`src/rtl/color_request_arbiter_pkg.sv`:
```
// Shared definitions for the color request arbiter and its downstream decoder.
//
// Contents:
//   log2()          - bit width needed to hold a value; log2(COLORS-1) is the tag width
//   COLORS_DEF      - default number of request colors
//   DATA_WIDTH_DEF  - default payload width
//   TAG_WIDTH_DEF   - default tag width
//   entry_t         - {tag, data} layout of one buffered entry at default widths
package color_request_arbiter_pkg;

  // Returns the number of bits needed to represent 'value'. The result is at
  // least 1, so log2(1) still gives a usable 1-bit tag.
  function automatic int log2(input int value);
    int bits;
    bits = 0;
    for (int v = value; v > 0; v = v >> 1) begin
      bits++;
    end
    if (bits == 0) begin
      bits = 1;
    end
    return bits;
  endfunction

  localparam int COLORS_DEF     = 4;
  localparam int DATA_WIDTH_DEF = 64;
  localparam int TAG_WIDTH_DEF  = log2(COLORS_DEF - 1);

  // The tag sits above the payload. The FIFO stores entries in this order.
  typedef struct packed {
    logic [TAG_WIDTH_DEF-1:0]  tag;
    logic [DATA_WIDTH_DEF-1:0] data;
  } entry_t;

endpackage

```
`src/rtl/color_request_arbiter_tagged_skid_fifo.sv`:
```
// tagged_skid_fifo: 2-entry {tag, data} FIFO with an occupancy count.
//
// Ports:
//   clk, rst_n   - clock, asynchronous active-low reset
//   in_valid     - write request. It is ignored when full unless a pop frees a slot
//   in_tag       - tag of the incoming entry
//   in_data      - payload of the incoming entry
//   out_ready    - downstream accepts the head when out_valid is high
//   out_valid    - head entry available (count != 0)
//   out_tag      - head tag
//   out_data     - head payload
//   count        - registered occupancy, 0..2
module tagged_skid_fifo #(
  parameter int TAG_W  = 2,
  parameter int DATA_W = 64
) (
  input  logic              clk,
  input  logic              rst_n,
  input  logic              in_valid,
  input  logic [TAG_W-1:0]  in_tag,
  input  logic [DATA_W-1:0] in_data,
  input  logic              out_ready,
  output logic              out_valid,
  output logic [TAG_W-1:0]  out_tag,
  output logic [DATA_W-1:0] out_data,
  output logic [1:0]        count
);

  localparam int ENTRY_W = TAG_W + DATA_W;

  // entry_p0 is always the head and entry_p1 the second-oldest entry, so
  // the output is a plain register read with no read-pointer mux.
  logic [ENTRY_W-1:0] entry_p0;
  logic [ENTRY_W-1:0] entry_p1;
  logic [ENTRY_W-1:0] in_entry;
  logic               pop;
  logic               push_ok;

  assign in_entry  = {in_tag, in_data};
  assign out_valid = (count != 2'd0);
  assign pop       = out_valid && out_ready;
  assign push_ok   = in_valid && ((count != 2'd2) || pop);
  assign {out_tag, out_data} = entry_p0;

  // ---- occupancy ----
  always_ff @(posedge clk or negedge rst_n) begin
    if (!rst_n) begin
      count <= 2'd0;
    end else begin
      case ({push_ok, pop})
        2'b10:   count <= count + 2'd1;
        2'b01:   count <= count - 2'd1;
        default: count <= count;
      endcase
    end
  end

  // ---- storage ----
  // A pop shifts entry_p1 forward. A push lands in the first slot that is
  // free after any pop in the same cycle.
  always_ff @(posedge clk or negedge rst_n) begin
    if (!rst_n) begin
      entry_p0 <= '0;
      entry_p1 <= '0;
    end else if (pop) begin
      if (count == 2'd2) begin
        entry_p0 <= entry_p1;
        if (push_ok) begin
          entry_p1 <= in_entry;
        end
      end else if (push_ok) begin
        entry_p0 <= in_entry;
      end
    end else if (push_ok) begin
      if (count == 2'd0) begin
        entry_p0 <= in_entry;
      end else begin
        entry_p1 <= in_entry;
      end
    end
  end

endmodule

```
`src/rtl/color_request_arbiter.sv`:
```
// color_request_arbiter: round-robin issue stage in front of the in-flight
// tracker. Each cycle it offers one candidate color (cand) to the tracker.
// The request is granted when that color is requesting, the tracker allows it,
// and the output buffer has room. A grant produces one push/push_tag pulse to
// the tracker and queues the tagged payload for the decoder.
//
// Ports:
//   clk, rst_n  - clock, asynchronous active-low reset
//   req_valid   - per-color request flags
//   req_data    - per-color payloads, color c at [c*DATA_WIDTH +: DATA_WIDTH]
//   req_ack     - one-hot acknowledge of the granted color, or zero
//   ready_tag   - candidate color presented to the tracker
//   ready       - tracker permission for ready_tag (same cycle)
//   push        - grant pulse to the tracker
//   push_tag    - granted color (equals cand when there is no grant)
//   out_valid   - output head available
//   out_data    - head payload
//   out_tag     - head color
//   out_ready   - downstream accepts the head
module color_request_arbiter
  import color_request_arbiter_pkg::*;
#(
  parameter  int COLORS      = COLORS_DEF,
  parameter  int DATA_WIDTH  = DATA_WIDTH_DEF,
  localparam int LOG2_COLORS = log2(COLORS - 1)
) (
  input  logic                         clk,
  input  logic                         rst_n,
  input  logic [COLORS-1:0]            req_valid,
  input  logic [COLORS*DATA_WIDTH-1:0] req_data,
  output logic [COLORS-1:0]            req_ack,
  output logic [LOG2_COLORS-1:0]       ready_tag,
  input  logic                         ready,
  output logic                         push,
  output logic [LOG2_COLORS-1:0]       push_tag,
  output logic                         out_valid,
  output logic [DATA_WIDTH-1:0]        out_data,
  output logic [LOG2_COLORS-1:0]       out_tag,
  input  logic                         out_ready
);

  logic [LOG2_COLORS-1:0] cand;
  logic [LOG2_COLORS-1:0] cand_next;
  logic [DATA_WIDTH-1:0]  cand_data;
  logic [1:0]             count;
  logic                   grant;

  assign ready_tag = cand;
  assign push_tag  = cand;
  assign cand_data = req_data[int'(cand)*DATA_WIDTH +: DATA_WIDTH];

  // Fullness is judged from the registered count only. This keeps out_ready
  // out of the req_ack/push path. The tracker sees push in the same cycle
  // it answered ready, so rst_n gates the grant. push and req_ack therefore
  // stay low during reset even with requests pending.
  assign grant = rst_n && req_valid[cand] && ready && (count != 2'd2);
  assign push  = grant;

  always_comb begin
    req_ack = '0;
    if (grant) begin
      req_ack[cand] = 1'b1;
    end
  end

  // Rotate-priority scan: first requester after cand, wrapping around so
  // cand itself is the last choice. COLORS is a power of two, so the index
  // wraps naturally in LOG2_COLORS bits. A denied or idle cand still advances.
  // A blocked color is therefore retried on the next pass rather than
  // starving the others.
  always_comb begin
    logic [LOG2_COLORS-1:0] idx;
    logic                   found;
    cand_next = cand + 1'b1;
    found     = 1'b0;
    idx       = cand;
    for (int i = 1; i <= COLORS; i++) begin
      idx = cand + LOG2_COLORS'(i);
      if (!found && req_valid[idx]) begin
        cand_next = idx;
        found     = 1'b1;
      end
    end
  end

  // ---- candidate pointer ----
  always_ff @(posedge clk or negedge rst_n) begin
    if (!rst_n) begin
      cand <= '0;
    end else begin
      cand <= cand_next;
    end
  end

  // ---- output buffer ----
  tagged_skid_fifo #(
    .TAG_W  (LOG2_COLORS),
    .DATA_W (DATA_WIDTH)
  ) u_fifo (
    .clk       (clk),
    .rst_n     (rst_n),
    .in_valid  (grant),
    .in_tag    (cand),
    .in_data   (cand_data),
    .out_ready (out_ready),
    .out_valid (out_valid),
    .out_tag   (out_tag),
    .out_data  (out_data),
    .count     (count)
  );

endmodule
```
`config.mk`:
```
export PLATFORM = sky130hd
export DESIGN_NAME = color_request_arbiter
export DESIGN_NICKNAME = d
export VERILOG_FILES = /design/src/rtl/color_request_arbiter_pkg.sv /design/src/rtl/color_request_arbiter_tagged_skid_fifo.sv /design/src/rtl/color_request_arbiter.sv
export SDC_FILE = /design/constraint.sdc
export NUM_CORES = 1
export LEC_CHECK = 0
export BUFFER_PORTS_ARGS = -buffer_cell sky130_fd_sc_hd__buf_2
export CORE_AREA = 2 2 131 133
export DETAILED_ROUTE_END_ITERATION = 10
export DIE_AREA = 0 0 133 135
export HOLD_SLACK_MARGIN = 0.12
export PLACE_DENSITY_LB_ADDON = 0.15
export SLEW_MARGIN = 20
export SYNTH_ARGS = -nofsm -noshare
export SYNTH_HDL_FRONTEND = slang
export SYNTH_SLANG_ARGS = --single-unit
```
`constraint.sdc`:
```
create_clock -name clk -period 2.85 [get_ports clk]
set_input_delay 0.57 -clock clk [delete_from_list [all_inputs] [get_ports clk]]
set_output_delay 0.57 -clock clk [all_outputs]
set_load 0.01 [all_outputs]
```
==> out/qor.txt, run 1 <==
relative contribution of sequential cells to total power: 33.4%
CTS buffer count: 17
slew at the pin closest to its max-slew limit: 803 ps
Final #Nets: 1151
CTS clock-pin slew for the worst setup and hold paths: 50 ps
vias post-DR: 6001
static leakage: 4.50 nW
number of top-level pins: 340
clock tree from TritonCTS: built
count of state elements after synthesis: 136
Initial Util: 43.6%
Syn Std Cell Area: 0.00715 mm^2
Post-DP Area: 0.00899 mm^2
layout filler cell count: 1401
Area Growth Syn to Fin: 34.4%
CTS hold repair buffers: 1
1st-pass router iterations: 4
Placement Setup Slack: 470 ps
multiplexer fraction of the synthesized cell area: 31.7%
highest achievable clock rate: 374 MHz
critical path startpoint category: input pin
internal power contribution: 0.00670 W
Critical Path Source: rst_n
post-synthesis adder-cell area fraction: 0.876%
synthesized-area fraction occupied by xor and xnor cells: 0.490%
number of warnings reported in the yosys synthesis log: 0
period utilisation layout: 93.9%
path class of the lowest-slack min-delay path: flip-flop to flip-flop
core footprint: 0.0164 mm^2
slew margin rel.: 46.5%
Arrival @ worst endpoint: 2110 ps
first-pass GRT wire length: 31500 um
cell type with the highest aggregate area in the netlist: sky130_fd_sc_hd__dfrtp_1
# H-tree levels: 4
number of synthesized flops with an enable pin: 0
most area-consuming cells after synthesis: sky130_fd_sc_hd__dfrtp_1, sky130_fd_sc_hd__mux4_2, sky130_fd_sc_hd__mux2_2, sky130_fd_sc_hd__nor2_1, sky130_fd_sc_hd__o22ai_1
FF+latch area: 0.00341 mm^2
compound-gate portion of the synthesized area: 6.83%
power per cell area: 1080 mW/mm^2
run status: completed
Die Area: 0.0180 mm^2
unrepaired setup endpoints after global routing: false
post-synthesis cell count: 558
via count of the first global-routing pass: 6351
initial antenna violation count: 1
total global routing track utilization: 22.5%
area of combinational cells with multiple inputs: 0.00348 mm^2
net switching share of the total power: 35.2%
layout cells sized above 1: 57.8%
count of max-cap constraint violations: 0
remaining antenna violation count: 0
post-cts gate resize count: 0
final design instance area without fill: 0.00960 mm^2
start of the worst register-to-register path: push_tag[0]
count of routing violations after the opening detailed-route iteration: 233
die height: 135 um
number of vias per cell after detailed routing: 5.39
cell chosen for the clock root: sky130_fd_sc_hd__clkbuf_16
maximum number of pins on one net before global-route repair: 67
synthesized area divided by synthesized cell count: 12.8 um^2
Worst Hold Depth: 1
clock tree skew after final layout: 5.73 ps
largest driver fanout on the critical path: 21
portion of the post-synthesis area used by sequential elements: 47.6%
post-route minimum period: 2680 ps
Setup-failing EPs final: 0
largest family of logic cells by synthesized area: multiplexers
critical path start-end classification: input pin to output port
net count after synthesis: 827
startpoint of the most critical hold path: u_fifo.entry_p1[35]
basic-gate share of the synthesized area counting and, or, nand and nor cells: 8.54%
total global routing overflow: 0
number of hold violations in the final report: 0
remaining design rule violation count: 0
antenna diode count: 0
commonest cells in the netlist: sky130_fd_sc_hd__dfrtp_1, sky130_fd_sc_hd__nor2_1, sky130_fd_sc_hd__mux2_2, sky130_fd_sc_hd__mux4_2, sky130_fd_sc_hd__o22ai_1
share of synthesized flip-flops with an asynchronous set or reset: 100%
R2R cell count: 4
post-synthesis cell type count: 31
IR Drop Worst-Case VDD: 0.503 mV
area fraction of the dominant cell type after synthesis: 47.6%
Crit path required time: 2280 ps
IO Port Bufs: 339
number of placement rows: 47
Layout Cells excl Fill: 1114
Die Width: 133 um
post-layout power: 0.0104 W
Sw Pwr: 0.00365 W
WL final: 19900 um
leading register cell type out of synthesis: sky130_fd_sc_hd__dfrtp_1
HPWL reported at the end of detailed placement: 14800 um
most numerous cell in the Yosys netlist: sky130_fd_sc_hd__dfrtp_1
number of pins exceeding their max-slew limit in the final report: 0
worst path setup slack after routing: 173 ps
Clock Sink Count: 136
final setup TNS: 0 ps
share of total power in the clock network: 21.3%
Max clock buf depth: 2
post-DR wirelength/cell: 17.9 um
setup fix buffers added after clock tree synthesis: 0
capturing element type of the critical path: output port
Worst-Skew Late Latency: 410 ps
portion of total power attributed to combinational logic: 45.2%
GP Congestion: 0.891
post-placement cell count: 1082
critical path: stages:
cell and delay [ps]:
sky130_fd_sc_hd__dlygate4sd3_1 550, sky130_fd_sc_hd__buf_6 230, sky130_fd_sc_hd__and2_1 230, sky130_fd_sc_hd__and3b_1 250
sky130_fd_sc_hd__and2_1 140, sky130_fd_sc_hd__buf_2 130
registers in the layout, summed over array words and instances (netlist names):
signal / cells
u_fifo.entry_p0: 66
u_fifo.count: 2
u_fifo.entry_p1: 66
push_tag: 2
power by group through the flow:
stage	Sequential, W	Clock [W]	Combinational [W]
floorplan	0.00361	0	0.00314
detailed placement	0.00348	0	0.00478
CTS	0.00346	0.00225	0.00478
global route	0.00359	0.00234	0.00516
global placement	0.00344	0	0.00459
finish	0.00346	0.00221	0.00468
placed cells by master (no fill, tap or decap), drive strengths merged, types with 2 or more instances in the layout:
cell type,n
inv,3
clkinvlp,3
clkbuf,24
buf,351
dfrtp,136
o22ai,66
mux4,67
mux2,67
nand2,4
ha,5
and2,6
nor2,134
bufinv,3
xnor2,3
o21ai,4
and3b,2
cell type report:
cell class,instances,share of cell area (%)
multi-input combinational,372,36.2
sequential,136,35.5
timing repair buffer,352,19.0
clock buffer,24,5.02
tap,220,2.87
clock inverter,7,1.23
inverter,3,0.117
metrics by stage:
step,hold WS (ps),util [%]
floorplan,274,-
detailed placement,426,54.8
global route,516,58.5
finish,503,58.5
global placement,426,54.8
CTS,506,58.5
final timing paths:
kind                                       end  slack [ps]
hold reg to reg            u_fifo.entry_p1[35]         500
min in group asynchronous  u_fifo.entry_p0[44]         570
max in group asynchronous   u_fifo.entry_p1[5]        1220
hold / removal             u_fifo.entry_p1[35]         500
setup reg to reg                   push_tag[0]         640
setup / recovery                    req_ack[3]         170
metal layers:
layer / wire length [um] / track usage [%] / vias up
met3: 1230 / 4.92 / 27
met4: 327 / 8.12 / 0
met1: 7450 / 25.5 / 2991
met5: 0 / 0 / -
met2: 10900 / 41.9 / 249
li1: - / - / 2734
cells by family (layout without fill, tap and decap cells):
group                    after synthesis  after routing
AND/OR/NAND/NOR                      152            152
flip-flops                           136            136
multiplexers                         134            134
AO/OA/AOI/OAI                         77             77
buffers and inverters                 50            386
adder cells (fa/ha/maj)                5              5
XOR/XNOR                               4              4
No activity file was read; power rests on OpenSTA's default activity.
==> run 2, diff against run 1 <==
CTS_BUF_LIST = sky130_fd_sc_hd__clkbuf_16   (was default)
==> out/qor.txt, run 2 (same netlist as run 1, synthesis figures left out) <==
run status: completed
number of top-level pins: 340 (unchanged)
Area Growth Syn to Fin: 33.9%
Worst-Skew Late Latency: 410 ps (about the same)
slowest cell on the critical path: sky130_fd_sc_hd__dlygate4sd3_1
worst path setup slack after routing: 171 ps (-2.22 ps)
Top Registers: u_fifo.entry_p0: 66 flops, u_fifo.entry_p1: 66 flops
period utilisation layout: 94.0% (about the same)
Worst Hold Depth: 1 (unchanged)
setup fix buffers added after clock tree synthesis: 0 (unchanged)
slew at the pin closest to its max-slew limit: 801 ps (-2.42 ps)
remaining design rule violation count: 0 (unchanged)
die height: 135 um (unchanged)
GP Congestion: 0.891 (unchanged)
critical path startpoint category: input pin
1st-pass router iterations: 4 (unchanged)
clock tree from TritonCTS: built
Max clock buf depth: 2 (unchanged)
count of routing violations after the opening detailed-route iteration: 210 (-9.9%)
CTS buffer count: 17 (unchanged)
Initial Util: 43.6% (unchanged)
start of the worst register-to-register path: push_tag[0]
power per cell area: 1070 mW/mm^2 (-0.66%)
Clock Sink Count: 136 (unchanged)
endpoint of the most critical register-to-register path: push_tag[0]
largest driver fanout on the critical path: 21 (unchanged)
layout cells sized above 1: 57.5% (-0.34 points)
most common cell after layout, fill and taps aside: sky130_fd_sc_hd__buf_2
count of max-cap constraint violations: 0 (unchanged)
slew margin rel.: 46.6% (+0.16 points)
initial antenna violation count: 1 (unchanged)
final core occ: 58.3% (-0.18 points)
final setup TNS: 0 ps (unchanged)
post-DR wirelength/cell: 17.9 um (about the same)
capturing element type of the critical path: output port
number of pins exceeding their max-slew limit in the final report: 0 (unchanged)
vias post-DR: 6015 (+0.23%)
Die Area: 0.0180 mm^2 (unchanged)
Most common cell on crit path: sky130_fd_sc_hd__and2_1
highest achievable clock rate: 373 MHz (about the same)
Arrival @ worst endpoint: 2110 ps (about the same)
Setup-failing EPs final: 0 (unchanged)
via count of the first global-routing pass: 6346 (-0.079%)
total global routing track utilization: 22.5% (-0.047 points)
Crit path required time: 2280 ps (about the same)
antenna diode count: 0 (unchanged)
core footprint: 0.0164 mm^2 (unchanged)
Placement Setup Slack: 470 ps (unchanged)
critical path start-end classification: input pin to output port
Final #Nets: 1151 (unchanged)
IR Drop Worst-Case VDD: 0.501 mV (-0.25%)
top library cells by usage in the layout, fill and taps aside: sky130_fd_sc_hd__buf_2, sky130_fd_sc_hd__nor2_1, sky130_fd_sc_hd__dfrtp_1
cell chain of the critical path: dlygate4sd3_1, buf_6, and2_1, and3b_1, and2_1, buf_2
number of vias per cell after detailed routing: 5.40 (+0.23%)
remaining antenna violation count: 0 (unchanged)
end point of the worst hold path: u_fifo.entry_p1[35]
cell chosen for the clock root: sky130_fd_sc_hd__clkbuf_16
post-route minimum period: 2680 ps (+2.22 ps)
post-layout power: 0.0103 W (-0.97%)
static leakage: 4.50 nW (about the same)
maximum single-stage delay on the critical path: 550 ps (about the same)
number of placement rows: 47 (unchanged)
maximum number of pins on one net before global-route repair: 67 (unchanged)
first-pass GRT wire length: 31400 um (-0.13%)
clock tree skew after final layout: 5.89 ps (+0.158 ps)
startpoint of the most critical hold path: u_fifo.entry_p1[35]
R2R cell count: 4 (unchanged)
unrepaired setup endpoints after global routing: false
WL final: 19900 um (about the same)
number of hold violations in the final report: 0 (unchanged)
Die Width: 133 um (unchanged)
# H-tree levels: 4 (unchanged)
CTS clock-pin slew for the worst setup and hold paths: 50 ps (about the same)
worst reg2reg setup slack: 640 ps (about the same)
HPWL reported at the end of detailed placement: 14800 um (unchanged)
total global routing overflow: 0 (unchanged)
IO Port Bufs: 339 (unchanged)
path class of the lowest-slack min-delay path: flip-flop to flip-flop
run 2: changes by cell type in the layout (fill, tap and decap cells not counted), sizes merged:
cell and change:
clkbuf -7, clkinv +3, inv +4
run 2: repair_timing:
| item | in CTS | in global routing |
|---|---|---|
| hold buffers | 1 | 0 |
| resized for setup | 0 | 0 |
| hold endpoints to repair | 18 | 0 |
run 2: metrics by stage:
step	hold slack, ps	instance area (um^2)	std cells
detailed placement	426	8990	1082
floorplan	274	7150	558
global placement	426	8990	1082
CTS	506	9570	1114
global route	516	9570	1114
finish	503	9570	1114
run 2: worst max-delay path by stage:
stage                      start          end  slack [ps]  cells after the start
global placement    req_valid[3]   req_ack[2]         510                      5
CTS                        rst_n   req_ack[3]         150                      6
finish                     rst_n   req_ack[3]         170                      6
global route               rst_n   req_ack[2]          50                      6
detailed placement  req_valid[3]   req_ack[3]         470                      5
floorplan            push_tag[0]  push_tag[0]         490                      7
run 2: power breakdown:
part,leakage [nW],switching [W],internal (W)
clock,0.282,0.000764,0.00134
combinational,2.61,0.00234,0.00234
sequential,1.61,0.000538,0.00292
total,4.50,0.00364,0.00661
run 2: layout make-up:
type,instances,area (um^2)
fillers,1401,6840
multi-input cells,372,3480
flip-flops and latches,136,3410
repair buffers,352,1830
clock buffers,17,425
well taps,220,275
clock inverters,14,144
inverters,3,11.3
run 2: critical path: cells and delay by family:
kind                   cells  cell delay [ps]
buffers and inverters      3              910
and+or+nand+nor            3              620
run 2: routing by layer:
metal	GRT usage (%)	share of wire, %	vias up
li1	-	-	2734
met4	8.12	1.8	0
met5	0	0	-
met2	41.7	54	236
met3	5.03	6.2	28
met1	25.4	38	3017
